<file path="src/rtl/div_disp_pkg.sv">
// Shared definitions for the divider result display: FSM encoding, blank pattern, BCD width.
package div_disp_pkg;

    typedef enum logic [1:0] {
        S_IDLE = 2'd0,
        S_CONV = 2'd1,
        S_SHOW = 2'd2
    } state_t;

    localparam logic [6:0] SEG_BLANK = 7'h7F;
    localparam int         BCD_WIDTH = 12;

endpackage

</file>
<file path="src/rtl/seg7_decode.sv">
// Combinational hex digit to active-low 7-segment pattern, segment order {g,f,e,d,c,b,a}.
module seg7_decode
    import div_disp_pkg::*;
(
    input  logic [3:0] hex,
    output logic [6:0] seg
);

    always_comb begin
        seg = SEG_BLANK;
        case (hex)
            4'h0: seg = 7'h40;
            4'h1: seg = 7'h79;
            4'h2: seg = 7'h24;
            4'h3: seg = 7'h30;
            4'h4: seg = 7'h19;
            4'h5: seg = 7'h12;
            4'h6: seg = 7'h02;
            4'h7: seg = 7'h78;
            4'h8: seg = 7'h00;
            4'h9: seg = 7'h10;
            4'hA: seg = 7'h08;
            4'hB: seg = 7'h03;
            4'hC: seg = 7'h46;
            4'hD: seg = 7'h21;
            4'hE: seg = 7'h06;
            4'hF: seg = 7'h0E;
        endcase
    end

endmodule

</file>
<file path="src/rtl/div_result_display.sv">
// Captures divider quotient/remainder, converts the quotient to BCD by serial double-dabble,
// and scans it plus the hex remainder onto a 4-digit display. Option: LEADING_ZERO_BLANK_EN.
module div_result_display
    import div_disp_pkg::*;
#(
    parameter int SCAN_DIV = 100000
) (
    input  logic       clk,
    input  logic       rst,
    input  logic [7:0] quotient,
    input  logic [3:0] remainder,
    input  logic       load,
    output logic       busy,
    output logic [3:0] an,
    output logic [6:0] seg
);

    localparam int SR_W = BCD_WIDTH + 8;
    localparam int CW   = (SCAN_DIV > 2) ? $clog2(SCAN_DIV) : 1;

    state_t          state;
    logic [SR_W-1:0] sr;
    logic [SR_W-1:0] sr_nxt;
    logic [2:0]      bit_cnt;
    logic [3:0]      rem_lat;
    logic [3:0]      dig_h, dig_t, dig_o, dig_r;
    logic            shown;
    logic [CW-1:0]   scan_cnt;
    logic [1:0]      idx;
    logic [3:0]      cur_dig;
    logic [3:0]      an_sel;
    logic            blank;
    logic [6:0]      dec_seg;

    // One double-dabble iteration: +3 on BCD nibbles >= 5, then shift left.
    function automatic logic [SR_W-1:0] dabble_step(input logic [SR_W-1:0] v);
        logic [SR_W-1:0] r;
        r = v;
        for (int k = 0; k < BCD_WIDTH / 4; k++) begin
            if (r[8 + 4*k +: 4] >= 4'd5)
                r[8 + 4*k +: 4] = r[8 + 4*k +: 4] + 4'd3;
        end
        return {r[SR_W-2:0], 1'b0};
    endfunction

    assign sr_nxt = dabble_step(sr);

    always_ff @(posedge clk or posedge rst) begin
        if (rst) begin
            state   <= S_IDLE;
            busy    <= 1'b0;
            sr      <= '0;
            bit_cnt <= '0;
            rem_lat <= '0;
            dig_h   <= '0;
            dig_t   <= '0;
            dig_o   <= '0;
            dig_r   <= '0;
            shown   <= 1'b0;
        end else begin
            case (state)
                S_IDLE, S_SHOW: begin
                    if (load) begin
                        state   <= S_CONV;
                        busy    <= 1'b1;
                        sr      <= {{BCD_WIDTH{1'b0}}, quotient};
                        bit_cnt <= '0;
                        rem_lat <= remainder;
                    end
                end
                S_CONV: begin
                    sr      <= sr_nxt;
                    bit_cnt <= bit_cnt + 3'd1;
                    if (bit_cnt == 3'd7) begin
                        dig_h <= sr_nxt[19:16];
                        dig_t <= sr_nxt[15:12];
                        dig_o <= sr_nxt[11:8];
                        dig_r <= rem_lat;
                        shown <= 1'b1;
                        state <= S_SHOW;
                        busy  <= 1'b0;
                    end
                end
                default: begin
                    state <= S_IDLE;
                    busy  <= 1'b0;
                end
            endcase
        end
    end

    // Free-running digit scan, independent of the conversion FSM.
    always_ff @(posedge clk or posedge rst) begin
        if (rst) begin
            scan_cnt <= '0;
            idx      <= '0;
        end else if (scan_cnt == CW'(SCAN_DIV - 1)) begin
            scan_cnt <= '0;
            idx      <= idx + 2'd1;
        end else begin
            scan_cnt <= scan_cnt + {{(CW-1){1'b0}}, 1'b1};
        end
    end

    always_comb begin
        cur_dig = dig_h;
        an_sel  = 4'b0111;
        blank   = 1'b0;
        case (idx)
            2'd0: begin cur_dig = dig_h; an_sel = 4'b0111; end
            2'd1: begin cur_dig = dig_t; an_sel = 4'b1011; end
            2'd2: begin cur_dig = dig_o; an_sel = 4'b1101; end
            2'd3: begin cur_dig = dig_r; an_sel = 4'b1110; end
        endcase
`ifdef LEADING_ZERO_BLANK_EN
        if (state == S_SHOW) begin
            if (idx == 2'd0 && dig_h == 4'd0)
                blank = 1'b1;
            if (idx == 2'd1 && dig_h == 4'd0 && dig_t == 4'd0)
                blank = 1'b1;
        end
`endif
    end

    seg7_decode u_dec (
        .hex (cur_dig),
        .seg (dec_seg)
    );

    // Registered drive so anode and segments change together on the same edge.
    always_ff @(posedge clk or posedge rst) begin
        if (rst) begin
            an  <= 4'b1111;
            seg <= SEG_BLANK;
        end else if (!shown) begin
            an  <= 4'b1111;
            seg <= SEG_BLANK;
        end else begin
            an  <= an_sel;
            seg <= blank ? SEG_BLANK : dec_seg;
        end
    end

endmodule

</file>
<file path="config.mk">
export PLATFORM = sky130hd
export DESIGN_NAME = div_result_display
export DESIGN_NICKNAME = d
export VERILOG_FILES = /design/src/rtl/div_disp_pkg.sv /design/src/rtl/seg7_decode.sv /design/src/rtl/div_result_display.sv
export SDC_FILE = /design/constraint.sdc
export NUM_CORES = 1
export LEC_CHECK = 0
export BUFFER_PORTS_ARGS = -buffer_cell sky130_fd_sc_hd__buf_2
export CAP_MARGIN = 40
export CORE_MARGIN = 4
export CORE_UTILIZATION = 50
export DETAILED_ROUTE_END_ITERATION = 6
export PLACE_DENSITY_LB_ADDON = 0.25
export SYNTH_ARGS = -nofsm -noshare
export SYNTH_HDL_FRONTEND = slang
export SYNTH_HIERARCHICAL = 1
export SYNTH_SLANG_ARGS = --single-unit
</file>
<file path="constraint.sdc">
create_clock -name clk -period 3.5 [get_ports clk]
set_input_delay 0.7 -clock clk [delete_from_list [all_inputs] [get_ports clk]]
set_output_delay 0.7 -clock clk [all_outputs]
set_load 0.01 [all_outputs]
</file>
==> metrics.log, run 1 <==
[metrics] result of the run: finished, final reports clean
[metrics] parity-gate share of the synthesized area counting xor and xnor cells: 4.48%
[metrics] initial antenna violation count: 0
[metrics] total number of nets in the final design: slightly above 400
[metrics] Critical Path Start Type: register
[metrics] residual overflow from global routing: 0
[metrics] insertion delay of the later-clocked pin in the worst-skew pair: roughly 0.35 ns
[metrics] worst-margin pin slew: 0.748 ns
[metrics] number of nets produced by synthesis: approximately 380
[metrics] data arrival time of the critical path: around 3.0 ns
[metrics] Post-Synthesis Mean Instance Area: 10.8 um2
[metrics] buffers from clock root to sink, at most: 2
[metrics] number of hold buffers added after cts: 0
[metrics] synthesized-area fraction occupied by adder cells: about 6.7%
[metrics] Lkg Pwr: roughly 1.9 nW
[metrics] main combinational cell family by area after synthesis: simple AND/OR/NAND/NOR gates
[metrics] wire length of the first global-routing pass: ~11000 um
[metrics] setup slack after placement: 0.839 ns
[metrics] die extent in y: approximately 94 um
[metrics] Reg clk slew, reported paths: about 0.080 ns
[metrics] clock net sink count: 77
[metrics] antenna diode instance count: 0
[metrics] Tightest Hold Check Type: register to register
[metrics] final core utilization: between 50% and 60%
[metrics] Max-Slew Margin vs Limit: between 40% and 50%
[metrics] pin count of the biggest net entering global routing: 38
[metrics] Residual DRC: 0
[metrics] final setup violation count: 0
[metrics] number of global-route vias before repair: 2408
[metrics] cell family with most CP delay: multiplexers
[metrics] number of rows in the core area: 31
[metrics] clock skew after layout: between 0.01 and 0.015 ns
[metrics] wire length per cell after detailed routing: between 10 and 15 um
[metrics] fraction of the yosys area taken by sequential cells: between 50% and 60%
[metrics] Post-CTS Repair Setup Buffers: 0
[metrics] total via count in the routed design: roughly 2500
[metrics] number of clock buffers inserted by TritonCTS: 9
[metrics] portion of synthesized cell area occupied by the leading cell type: about 44%
[metrics] number of instances resized during post-cts repair: 0
[metrics] clock tree from TritonCTS: done
[metrics] pwr/cell area: just under 800 mW/mm2
[metrics] RSZ-0062 raised after global routing: no
[metrics] peak supply drop: roughly 330 uV
[metrics] Fill cells: about 640
[metrics] CP dominant cell by count: sky130_fd_sc_hd__inv_1
[metrics] Max-cap violations: 0
[metrics] number of flops mapped to enable cells by yosys: 0
[metrics] Die Outline Area: ~0.0089 mm2
[metrics] CP max stage cell: sky130_fd_sc_hd__mux2i_1
[metrics] Clock H-tree levels: 3
[metrics] share of cells above drive strength 1: between 20% and 30%
[metrics] largest cells by area after synthesis: sky130_fd_sc_hd__dfrtp_1 44%, sky130_fd_sc_hd__dfstp_2 7.8%, sky130_fd_sc_hd__ha_1 6.7%
[metrics] standard cell core area: 0.00725 mm2
[metrics] multiplexer share of the synthesized area: under 10%
[metrics] area of the mapped netlist: between 0.003 and 0.004 mm2
[metrics] Pins Over Slew Limit: 0
[metrics] aggregate negative setup slack: 0 ns
[metrics] synthesized flop and latch total: between 70 and 80
[metrics] Top Ports: 27
[metrics] number of distinct library cell variants in the gate-level netlist after synthesis: 39
[metrics] library cell occupying the most area in the post-synthesis netlist: sky130_fd_sc_hd__dfrtp_1
[metrics] Critical Path Max Stage Delay: 0.56 ns
[metrics] share of the synthesized area in compound gates (AO/OA/AOI/OAI): under 10%
[metrics] Warnings, synthesis: 6
[metrics] ratio of routed vias to standard cells: approximately 5.2
[metrics] drt pass-1 iters: 4
[metrics] buffers added on ports: 26
[metrics] layout overhead on the synthesized area: 12.4%
[metrics] category of the worst setup path capture point: register
[metrics] critical-path maximum fanout: 7
[metrics] final-report hold violation count: 0
[metrics] Chip Width: around 94 um
[metrics] Setup Crit Path Kind: register to register
[metrics] dominant register cell in the synthesized netlist: sky130_fd_sc_hd__dfrtp_1
[metrics] crit-path cells: inv_1 > ha_1 > mux2i_1 > inv_1 > ha_1 > inv_1 > mux4_1 > nand2b_1
[metrics] cell chosen for the clock root: sky130_fd_sc_hd__clkbuf_8
[metrics] Tcrit/Tclk final: just under 80%
[metrics] initial detailed-routing violation count: roughly 150
[metrics] commonest non-fill, non-tap cell in the layout: sky130_fd_sc_hd__dfrtp_1
[metrics] required time worst endpoint: approximately 3.8 ns
[metrics] crit path setup slack, layout: a little under 0.8 ns
[metrics] DP Wirelength: around 4600 um
[metrics] Detailed Route WL: ~6500 um
[metrics] area fraction in and, or, nand and nor cells after synthesis: between 10% and 20%
[metrics] initial cell density of the core: 51.3%
[metrics] global routing usage summed across all routing layers: between 10% and 20%
[metrics] Post-DRT Antenna Nets: 0
[metrics] count of mapped cells out of synthesis: roughly 340
[metrics] highest clock frequency the design can meet: about 0.37 GHz
[metrics] leading cell types in the layout, fill and taps excluded: 66 x sky130_fd_sc_hd__dfrtp_1, 39 x sky130_fd_sc_hd__nand2_1, 34 x sky130_fd_sc_hd__o21ai_0, 26 x sky130_fd_sc_hd__buf_2, 20 x sky130_fd_sc_hd__ha_1
[metrics] routability cong.: just over 0.9
[metrics] final critical-path required period: about 2.7 ns
[metrics] buffers and inverters on the worst path: 3
[metrics] Synth async-reset ratio: between 90% and 100%
[per-layer routing]
layer / track usage, % / routed length, um
met2: 24.8 / 3080
met1: 22.4 / 3130
met3: 4.17 / 193
met4: 5.90 / 104
met5: 0 / 0
[final cells by class]
type | count | area, um2 | share of cell area [%]
timing repair buffer | 34 | 198 | 4.73
tap | 99 | 124 | 2.96
multi-input combinational | 232 | 1630 | 39.1
inverter | 20 | 75.1 | 1.80
clock buffer | 11 | 131 | 3.14
clock inverter | 5 | 77.6 | 1.86
sequential | 77 | 1940 | 46.5
[cell families after synthesis]
| logic type | after synthesis |
|---|---|
| flip-flops | 77 |
| adder cells (fa/ha/maj) | 20 |
| XOR/XNOR | 19 |
| buffers and inverters | 34 |
| AND/OR/NAND/NOR | 106 |
| AO/OA/AOI/OAI | 58 |
| multiplexers | 29 |
[tightest hold or removal path: cells and delay by family (launching register included)]
kind             cells  cell delay [ns]
flip-flops           1             0.35
AND/OR/NAND/NOR      1             0.05
AO/OA/AOI/OAI        1             0.06
[final timing paths]
| kind | start | slack [ns] | depth (start not counted) | endpoint |
|---|---|---|---|---|
| max | idx[0] | 0.79 | 8 | seg[3] |
| min | sr[3] | 0.48 | 2 | sr[4] |
| max reg2reg | idx[0] | 0.79 | 8 | seg[3] |
| min reg2reg | sr[3] | 0.48 | 2 | sr[4] |
| max in group asynchronous | rst | 2.19 | 3 | seg[3] |
| min in group asynchronous | rst | 0.49 | 2 | sr[8] |
[synthesized netlist by cell type, types with 7 or more instances]
cell and n:
sky130_fd_sc_hd__dfrtp_1 66, sky130_fd_sc_hd__nand2_1 39, sky130_fd_sc_hd__o21ai_0 34, sky130_fd_sc_hd__ha_1 20, sky130_fd_sc_hd__inv_1 20, sky130_fd_sc_hd__nand2b_1 15, sky130_fd_sc_hd__mux2i_1 14, sky130_fd_sc_hd__xnor2_1 14
sky130_fd_sc_hd__mux2_2 13, sky130_fd_sc_hd__nor2_1 13, sky130_fd_sc_hd__dfstp_2 11, sky130_fd_sc_hd__a21oi_1 9, sky130_fd_sc_hd__nand3_1 9, sky130_fd_sc_hd__clkbuf_1 7, sky130_fd_sc_hd__nor3_1 7
[flip-flops by register name, summed over array words and instances, names as in the netlist]
name      flops
idx           2
dig_r         4
bit_cnt       3
dig_o         4
seg           7
shown         1
an            4
busy          1
rem_lat       4
sr           20
scan_cnt     17
dig_t         4
state         2
dig_h         4
[per-stage QoR]
stage | hold WS, ns | area (um2) | total power (W) | instances
finish | 0.484 | 4180 | 0.00328 | 478
global route | 0.520 | 4180 | 0.00356 | 478
CTS | 0.493 | 4180 | 0.00332 | 478
detailed placement | 0.472 | 3970 | 0.00259 | 462
global placement | 0.458 | 3950 | 0.00254 | 460
floorplan | 0.399 | 3720 | 0.00229 | 343
[where the power goes]
part | internal (W) | switching [W]
combinational | 0.000539 | 0.000629
clock | 0.000400 | 0.000315
sequential | 0.00121 | 0.000187
total | 0.00215 | 0.00113
Power figures use the tool's default switching activity.
==> run 2: changes to the inputs <==
--- a/config.mk
+++ b/config.mk
@@ -5,6 +5,7 @@
 export SDC_FILE = /design/constraint.sdc
 export NUM_CORES = 1
 export LEC_CHECK = 0
+export ABC_AREA = 1
 export BUFFER_PORTS_ARGS = -buffer_cell sky130_fd_sc_hd__buf_2
 export CAP_MARGIN = 40
 export CORE_MARGIN = 4
==> constraint.sdc (replaced) <==
create_clock -name clk -period 2.3 [get_ports clk]
set_input_delay 0.46 -clock clk [delete_from_list [all_inputs] [get_ports clk]]
set_output_delay 0.46 -clock clk [all_outputs]
set_load 0.01 [all_outputs]
==> metrics.log, run 2 <==
[metrics] result of the run: finished, final reports clean
[metrics] flip-flop count of the largest register after layout: 20 (unchanged)
[metrics] buffers added on ports: 26 (unchanged)
[metrics] Pint: 0.00318 W (+48%)
[metrics] largest cells by area after synthesis: sky130_fd_sc_hd__dfrtp_1 42%, sky130_fd_sc_hd__nand2_1 12%, sky130_fd_sc_hd__dfstp_2 7.3%
[metrics] largest registers in the final layout: sr x20, scan_cnt x17, seg x7
[metrics] area post-placement: 0.00423 mm2 (+6.6%)
[metrics] cell chosen for the clock root: sky130_fd_sc_hd__clkbuf_8
[metrics] Max-Slew Margin vs Limit: 56.5% (+7.8 points)
[metrics] antenna diode instance count: 0 (unchanged)
[metrics] initial detailed-routing violation count: 115 (-25%)
[metrics] portion of synthesized cell area occupied by the leading cell type: 41.6% (-2.8 points)
[metrics] ratio of routed vias to standard cells: 4.99 (-4.6%)
[metrics] area of the mapped netlist: 0.00397 mm2 (+6.8%)
[metrics] number of nets produced by synthesis: 503 (+33%)
[metrics] Detailed Route WL: 7350 um (+13%)
[metrics] library cell occupying the most area in the post-synthesis netlist: sky130_fd_sc_hd__dfrtp_1
[metrics] Residual DRC: 0 (unchanged)
[metrics] required time worst endpoint: 2.58 ns (-1.18 ns)
[metrics] register name with the most flops: sr
[metrics] fraction of the yosys area taken by sequential cells: 48.9% (-3.3 points)
[metrics] Critical Path Max Stage Delay: 0.42 ns (-0.14 ns)
[metrics] Critical Path Start Type: register
[metrics] final-report hold violation count: 0 (unchanged)
[metrics] wire length of the first global-routing pass: 13500 um (+19%)
[metrics] Chip Width: 97.1 um (+3.0%)
[metrics] DP Wirelength: 5380 um (+17%)
[metrics] commonest non-fill, non-tap cell in the layout: sky130_fd_sc_hd__nand2_1
[metrics] peak supply drop: 1010 uV (+210%)
[metrics] Top Ports: 27 (unchanged)
[metrics] Post-DRT Antenna Nets: 0 (unchanged)
[metrics] cell family with most CP delay: adder cells
[metrics] highest clock frequency the design can meet: 0.481 GHz (+30%)
[metrics] reg2reg setup slack: 0.22 ns (-0.57 ns)
[metrics] CP max stage cell: sky130_fd_sc_hd__dfrtp_1
[metrics] pwr/cell area: 1180 mW/mm2 (+50%)
[metrics] Warnings, synthesis: 6 (unchanged)
[metrics] RSZ-0062 raised after global routing: no
[metrics] Post-Synthesis Mean Instance Area: 8.48 um2 (-22%)
[metrics] Post-CTS Repair Setup Buffers: 0 (unchanged)
[metrics] buffers from clock root to sink, at most: 2 (unchanged)
[metrics] total number of nets in the final design: 538 (+32%)
[metrics] final critical-path required period: 2.08 ns (-0.634 ns)
[metrics] drt pass-1 iters: 4 (unchanged)
[metrics] number of clock buffers inserted by TritonCTS: 9 (unchanged)
[metrics] switching power: 0.00204 W (+80%)
[metrics] number of distinct library cell variants in the gate-level netlist after synthesis: 33 (-15%)
[metrics] aggregate negative setup slack: 0 ns (unchanged)
[metrics] share of power burned in combinational logic: 40.5% (+4.9 points)
[metrics] startpoint of the worst-slack reg-to-reg timing path: idx[0]
[metrics] total via count in the routed design: 3042 (+22%)
[metrics] layout overhead on the synthesized area: 11.4%
[metrics] Setup Crit Path Kind: register to register
[metrics] initial cell density of the core: 51.4% (+0.11 points)
[metrics] data arrival time of the critical path: 2.36 ns (-0.61 ns)
[metrics] cell area after layout: 0.00442 mm2 (+5.9%)
[metrics] residual overflow from global routing: 0 (unchanged)
[metrics] dominant register cell in the synthesized netlist: sky130_fd_sc_hd__dfrtp_1
[metrics] R2R Path End: seg[3]
[metrics] Max-cap violations: 0 (unchanged)
[metrics] initial antenna violation count: 0 (unchanged)
[metrics] number of global-route vias before repair: 3032 (+26%)
[metrics] Lkg Pwr: 2.28 nW (+18%)
[metrics] number of flops mapped to enable cells by yosys: 0 (unchanged)
[metrics] clock net sink count: 77 (unchanged)
[metrics] CP dominant cell by count: sky130_fd_sc_hd__nand2_1
[metrics] synthesized flop and latch total: 77 (unchanged)
[metrics] standard cell core area: 0.00773 mm2 (+6.5%)
[metrics] insertion delay of the later-clocked pin in the worst-skew pair: 0.35 ns (about the same)
[metrics] Tcrit/Tclk final: 90.4% (+13 points)
[metrics] leading cell types in the layout, fill and taps excluded: 129 x sky130_fd_sc_hd__nand2_1, 66 x sky130_fd_sc_hd__dfrtp_1, 64 x sky130_fd_sc_hd__inv_1, 42 x sky130_fd_sc_hd__nand3_1, 30 x sky130_fd_sc_hd__nor2_1
[metrics] pin count of the biggest net entering global routing: 32 (-16%)
[metrics] clock network fraction of design power: 19.2% (-2.6 points)
[metrics] crit-path cells: inv_1 > ha_1 > nand2_1 > a31oi_1 > inv_1 > ha_1 > nand2_1 > nand3_1 > nand2_1 > or2_2
[metrics] die extent in y: 97.1 um (+3.0%)
[metrics] Sequential Power Share: 40.3% (-2.3 points)
[metrics] worst-margin pin slew: 0.651 ns (-0.0973 ns)
[metrics] synth cell count leaders: 129 x sky130_fd_sc_hd__nand2_1, 66 x sky130_fd_sc_hd__dfrtp_1, 65 x sky130_fd_sc_hd__inv_1
[metrics] wire length per cell after detailed routing: 12.0 um (-11%)
[metrics] number of hold buffers added after cts: 0 (unchanged)
[metrics] count of mapped cells out of synthesis: 468 (+36%)
[metrics] number of rows in the core area: 32 (+3.2%)
[metrics] cell with the most instances after synthesis: sky130_fd_sc_hd__nand2_1
[metrics] critical-path maximum fanout: 5 (-2)
[metrics] category of the worst setup path capture point: register
[metrics] routability cong.: 0.841 (-8.7%)
[metrics] Pins Over Slew Limit: 0 (unchanged)
[metrics] Die Outline Area: 0.00943 mm2 (+6.2%)
[metrics] Reg clk slew, reported paths: 0.09 ns (about the same)
[metrics] Tightest Hold Check Type: input pin to async pin
[metrics] switching share of power: 39.1% (+4.6 points)
[metrics] buffers and inverters on the worst path: 2 (-1)
[metrics] Synth async-reset ratio: 100% (unchanged)
[metrics] clock tree from TritonCTS: done
[metrics] share of cells above drive strength 1: 17.7% (-2.3 points)
[metrics] Clock H-tree levels: 3 (unchanged)
[metrics] final setup violation count: 0 (unchanged)
[metrics] clock skew after layout: 0.0119 ns (+0.00108 ns)
[metrics] Fill cells: 725 (+14%)
[metrics] r2r worst-path depth: 10 (+2)
[metrics] global routing usage summed across all routing layers: 17.0% (+0.75 points)
-- run 2: cell types whose count changed after synthesis, sizes merged, moves of 10 or more --
cell / change
nand2: +96
inv: +49
nand3: +33
nor2: +24
nand2b: -15
mux2i: -14
xnor2: -14
mux2: -10
-- run 2: power groups by stage --
stage	clock network [W]	registers, W	logic (W)
floorplan	0	0.00211	0.00168
global placement	0	0.00212	0.00207
detailed placement	0	0.00213	0.00213
CTS	0.00103	0.00211	0.00215
global route	0.00109	0.00216	0.00248
finish	0.00100	0.00211	0.00211
-- run 2: kinds of logic (layout without fill, tap and decap cells) --
group / after synthesis / in the layout / share of synthesized area, %
AOI/OAI and AO/OA: 55 / 55 / 8.17
muxes: 4 / 4 / 1.13
buffers and inverters: 78 / 118 / 8.32
DFF: 77 / 77 / 48.9
xor gates and xnor gates: 8 / 8 / 1.77
and+or+nand+nor: 226 / 226 / 25.4
adders and majority gates: 20 / 20 / 6.31
-- run 2: cell type report --
class | count | area, um2 | share of cell area, %
sequential | 77 | 1940 | 43.9
multi-input combinational | 313 | 1700 | 38.4
inverter | 69 | 268 | 6.05
timing repair buffer | 33 | 195 | 4.41
clock buffer | 10 | 128 | 2.89
tap | 102 | 128 | 2.89
clock inverter | 6 | 63.8 | 1.44
-- run 2: worst max-delay path by stage --
| stage | startpoint | to | slack (ns) | cells after the start |
|---|---|---|---|---|
| 2_1_floorplan | idx[0] | seg[3] | 0.16 | 11 |
| 3_3_place_gp | idx[0] | seg[3] | 0.28 | 11 |
| 3_5_place_dp | idx[0] | seg[3] | 0.19 | 11 |
| 4_1_cts | idx[0] | seg[3] | 0.18 | 11 |
| 5_1_grt | idx[0] | seg[0] | 0.02 | 11 |
| 6_report | idx[0] | seg[3] | 0.22 | 10 |
-- run 2: worst register-to-register path, stage by stage, from the launching register on --
cell,delay [ns]
sky130_fd_sc_hd__dfrtp_1,0.42
sky130_fd_sc_hd__inv_1,0.12
sky130_fd_sc_hd__ha_1,0.27
sky130_fd_sc_hd__nand2_1,0.08
sky130_fd_sc_hd__a31oi_1,0.23
sky130_fd_sc_hd__inv_1,0.14
sky130_fd_sc_hd__ha_1,0.32
sky130_fd_sc_hd__nand2_1,0.05
sky130_fd_sc_hd__nand3_1,0.07
sky130_fd_sc_hd__nand2_1,0.05
sky130_fd_sc_hd__or2_2,0.28
-- run 2: per-stage QoR --
stage	utilization (%)	hold WS, ns	instances	setup slack (ns)	power (W)
after floorplan	-	0.429	468	0.165	0.00379
after CTS	57.2	0.210	610	0.185	0.00529
after global routing	57.2	0.248	610	0.0185	0.00574
after detailed placement	54.7	0.461	594	0.186	0.00426
final	57.2	0.191	610	0.220	0.00522
after global placement	54.7	0.443	594	0.283	0.00418
-- run 2: what timing repair did --
| item | in CTS | in global routing |
|---|---|---|
| endpoints found under the setup margin | 0 | 1 |
| resized for setup | 0 | 1 |
| endpoints found under the hold margin | 0 | 0 |
-- run 2: metal layers --
| metal | routed length (um) | track usage [%] |
|---|---|---|
| met3 | 224 | 2.66 |
| met2 | 3500 | 27.8 |
| met4 | 116 | 6.70 |
| met5 | 0 | 0 |
| met1 | 3510 | 22.7 |
